## src/rtl/senal_decoder.sv

```systemverilog
// Alarm decoder: sync + debounce four field inputs, decode to
// Bocina/Extractor (level) and Interrupcion (sticky until reset).
module senal_decoder #(
  parameter int SYNC_STAGES     = 2,
  parameter int DEBOUNCE_CYCLES = 4
) (
  input  logic clk,
  input  logic reset,
  input  logic Temperatura,
  input  logic Manual,
  input  logic SobreCarga,
  input  logic Humo,
  output logic Bocina,
  output logic Extractor,
  output logic Interrupcion
);

  localparam int CW = $clog2(DEBOUNCE_CYCLES) + 1;
  localparam logic [CW-1:0] CLAST = CW'(DEBOUNCE_CYCLES - 1);

  // bit order: 0=T 1=M 2=S 3=H
  logic [3:0] raw;
  assign raw = {Humo, SobreCarga, Manual, Temperatura};

  logic [3:0]    sync_q [SYNC_STAGES];
  logic [3:0]    sync_d [SYNC_STAGES];
  logic [3:0]    filt_q, filt_d;
  logic [CW-1:0] cnt_q [4];
  logic [CW-1:0] cnt_d [4];
  logic          bocina_q, bocina_d;
  logic          extr_q, extr_d;
  logic          intr_q, intr_d;
  logic [3:0]    s;

  assign s = sync_q[SYNC_STAGES-1];

  always_comb begin
    sync_d[0] = raw;
    for (int i = 1; i < SYNC_STAGES; i++)
      sync_d[i] = sync_q[i-1];
  end

  // counter counts consecutive disagreeing edges; the edge that
  // would make it reach DEBOUNCE_CYCLES flips f instead
  always_comb begin
    filt_d = filt_q;
    for (int i = 0; i < 4; i++) begin
      cnt_d[i] = '0;
      if (s[i] != filt_q[i]) begin
        if (cnt_q[i] == CLAST)
          filt_d[i] = s[i];
        else
          cnt_d[i] = cnt_q[i] + CW'(1);
      end
    end
  end

  always_comb begin
    bocina_d = filt_q[1] | filt_q[3] | filt_q[2];
    extr_d   = filt_q[0] | filt_q[3];
    intr_d   = intr_q | filt_q[2]
             | (filt_q[0] & filt_q[3]);
  end

  always_ff @(posedge clk) begin
    if (reset) begin
      for (int i = 0; i < SYNC_STAGES; i++)
        sync_q[i] <= '0;
      for (int i = 0; i < 4; i++)
        cnt_q[i] <= '0;
      filt_q   <= '0;
      bocina_q <= 1'b0;
      extr_q   <= 1'b0;
      intr_q   <= 1'b0;
    end else begin
      for (int i = 0; i < SYNC_STAGES; i++)
        sync_q[i] <= sync_d[i];
      for (int i = 0; i < 4; i++)
        cnt_q[i] <= cnt_d[i];
      filt_q   <= filt_d;
      bocina_q <= bocina_d;
      extr_q   <= extr_d;
      intr_q   <= intr_d;
    end
  end

  assign Bocina       = bocina_q;
  assign Extractor    = extr_q;
  assign Interrupcion = intr_q;

endmodule

```

## config.mk

```make
export PLATFORM = sky130hd
export DESIGN_NAME = senal_decoder
export DESIGN_NICKNAME = d
export VERILOG_FILES = /design/src/rtl/senal_decoder.sv
export SDC_FILE = /design/constraint.sdc
export NUM_CORES = 1
export LEC_CHECK = 0
export ABC_AREA = 1
export CORE_MARGIN = 1
export CORE_UTILIZATION = 55
export DETAILED_ROUTE_END_ITERATION = 8
export PLACE_DENSITY_LB_ADDON = 0.05
export SKIP_LAST_GASP = 1
export SLEW_MARGIN = 20
export SYNTH_ARGS = -nofsm -noshare
export SYNTH_HDL_FRONTEND = slang
export SYNTH_SLANG_ARGS = --single-unit
```

## constraint.sdc

```tcl
create_clock -name clk -period 1.7 [get_ports clk]
set_input_delay 0.17 -clock clk [delete_from_list [all_inputs] [get_ports clk]]
set_output_delay 0.17 -clock clk [all_outputs]
set_load 0.1 [all_outputs]
```

==> results.sh <==
export IMPL_power_share_switching_pct=21.4
export IMPL_first_global_vias=522
export IMPL_max_clock_path_buffers=2
export IMPL_ctsHoldBuffers=0
export IMPL_achievable_frequency_mhz=886
export IMPL_drt_total_wl_um=1230
export IMPL_rows=15
export IMPL_diodes=0
export IMPL_p_comb_share_pct=4.8
export IMPL_placed_cell_area_um2=1120
export IMPL_fin_total_pwr_w=0.000962
export IMPL_initial_core_util_pct=59.4
export IMPL_maxSlewHeadroom_pct=81.6
export IMPL_powerDensity_nw_per_um2=836
export IMPL_hp_class="in2reg"
export IMPL_overflow=0
export IMPL_path_cells="buf_4"
export IMPL_antenna_left=0
export IMPL_antenna_found_initial=0
export IMPL_yosysUniqueCellTypes=11
export IMPL_grt_max_degree=20
export IMPL_reg2regPathDepth=5
export IMPL_cts_tree="yes"
export IMPL_syn_inst=119
export IMPL_setup_tns_ns=0
export IMPL_drt_iter0_markers=4
export IMPL_drcViolationCount=0
export IMPL_critPathLaunchType="flip-flop"
export IMPL_pwr_share_seq_pct=67.5
export IMPL_final_nets=145
export IMPL_die_height_um=45.4
export IMPL_design_area_um2=1150
export IMPL_utilization_pct=65.9
export IMPL_viasPerCell=4.25
export IMPL_critPathMaxStageDelay_ns=0.36
export IMPL_drive_gt1_share_pct=12.3
export IMPL_slew_violations=0
export IMPL_finClkSkew_ns=0.00472
export IMPL_place_gp_congestion=0.744
export IMPL_wl_per_cell_um=7.90
export IMPL_clk_latency_ns=0.31
export IMPL_place_hpwl_um=906
export IMPL_crit_cells=1
export IMPL_cts_made_buffers=3
export IMPL_ys_ff_latch=27
export IMPL_crit_start="Interrupcion"
export IMPL_period_share_pct=66.4
export IMPL_ys_seq_area_share_pct=52.1
export IMPL_status="finished clean"
export IMPL_r2r_start="cnt_q[0][0]"
export IMPL_die_width_um=45.4
export IMPL_synth_warnings=0
export IMPL_dieArea_um2=2060
export IMPL_grt_pass1_wl_um=2080
export IMPL_p_sw_w=0.000206
export IMPL_final_hold_viol_count=0
export IMPL_slowest_stage="dfxtp_1"
export IMPL_reg2reg_slack_ns=0.60
export IMPL_worstSetupEndpointType="output pin"
export IMPL_critPathMaxFanout=2
export IMPL_vias=658
export IMPL_dr_pass1_iters=3
export IMPL_reg2reg_to="cnt_q[0][2]"
export IMPL_ctsResizeCount=0
export IMPL_clkTransAtPathRegs_ns=0.14
export IMPL_grt_usage_pct=14.5
export IMPL_io_pins=9
export IMPL_grt_setup_unrepaired="no"
export IMPL_path_buf_inv=1
export IMPL_core_area_um2=1750
export IMPL_tightest_slew_ns=0.278
export IMPL_cp_top_family="flip-flops"
export IMPL_syn_area_per_cell_um2=8.72
export IMPL_required_ns=1.53
export IMPL_setup_viol=0
export IMPL_peakVddDrop_mv=0.568
export IMPL_cts_root_buf="clkbuf_4"
export IMPL_cts_sinks=27
export IMPL_clock_power_share_pct=27.6
export IMPL_leakage_nw=0.501
export IMPL_area_growth_pct=11.0
export IMPL_worstPathArrival_ns=0.96
export IMPL_power_internal_w=0.000756
export IMPL_max_cap_violations=0
export IMPL_postCtsSetupRepairBufs=0
export IMPL_synth_nets=133
export IMPL_hold_worst_slack_ns=0.346
export IMPL_synth_area_um2=1040
export IMPL_cts_htree_levels=1
export IMPL_io_buffers=8
export IMPL_crit_end="Interrupcion"
export IMPL_fin_crit_ns=1.13
export IMPL_crit_type="reg2out"
-- power by group through the flow --
stage | Combinational [W] | Clock (W) | Sequential, W
2_1_floorplan | 0.0000343 | 0 | 0.000663
3_3_place_gp | 0.0000453 | 0 | 0.000664
3_5_place_dp | 0.0000471 | 0 | 0.000664
4_1_cts | 0.0000471 | 0.000278 | 0.000650
5_1_grt | 0.0000527 | 0.000298 | 0.000652
6_report | 0.0000463 | 0.000266 | 0.000650
-- through the flow --
stage,std cells,setup WS [ns]
after detailed placement,151,0.475
final,155,0.571
after floorplan,119,0.500
after CTS,155,0.561
after global placement,151,0.499
after global routing,155,0.488
-- cells in the final DEF (no fill, tap or decap), drive strengths merged --
master | netlist | layout
buf | 1 | 4
nor3 | 4 | 4
clkinv | 0 | 1
a21oi | 3 | 3
inv | 28 | 28
clkbuf | 1 | 3
clkdlybuf4s50 | 0 | 5
dfxtp | 27 | 27
nor2 | 34 | 34
ha | 8 | 8
nand2 | 9 | 9
nand3 | 4 | 4
-- logic make-up after synthesis --
family / after synthesis / synth area share (%)
AO/OA/AOI/OAI: 3 / 1.45
adder cells (fa/ha/maj): 8 / 9.65
buffers and inverters: 30 / 12.5
flip-flops: 27 / 52.1
AND/OR/NAND/NOR: 51 / 24.2
-- registers in the layout, summed over array words and instances, names as in the netlist --
signal	count
Interrupcion	1
sync_q	8
Bocina	1
cnt_q	12
Extractor	1
filt_q	4
-- synthesized netlist by cell type --
cell type   n  area, µm²
inv_1      28        105
dfxtp_1    27        541
buf_6       1       11.3
clkbuf_8    1       13.8
nor2_1     30        113
nor2_4      4       45.0
nand2_1     9       33.8
a21oi_1     3       15.0
nand3_2     4       40.0
nor3_1      4       20.0
ha_1        8        100
-- tightest hold or removal path, cell delays in order --
cell and delay, ns:
clkdlybuf4s50_1 0.39, inv_1 0.05, nor2_1 0.03
-- per-layer routing --
layer | vias up | wire [µm] | GRT usage, %
li1 | 368 | - | -
met3 | 2 | 38 | 4.76
met2 | 8 | 514 | 20.0
met5 | - | 0 | 0
met1 | 280 | 658 | 19.4
met4 | 0 | 13 | 9.09
-- area by class of cell --
cell class / instances / area (µm²)
clock inverters: 1 / 5.00
inverters: 28 / 105
fillers: 144 / 594
flip-flops and latches: 27 / 541
well taps: 25 / 31.3
repair buffers: 9 / 80.1
multi-input cells: 62 / 367
clock buffers: 3 / 22.5
-- how the worst min path moves through the flow --
stage	startpoint	end	cells after the start
final	SobreCarga	sync_q[0][2]	3
after floorplan	Temperatura	sync_q[0][0]	2
after global routing	Temperatura	sync_q[0][0]	3
after global placement	sync_q[0][1]	sync_q[0][5]	2
after CTS	SobreCarga	sync_q[0][2]	3
after detailed placement	sync_q[0][0]	sync_q[0][4]	2
Power figures use the tool's default switching activity.
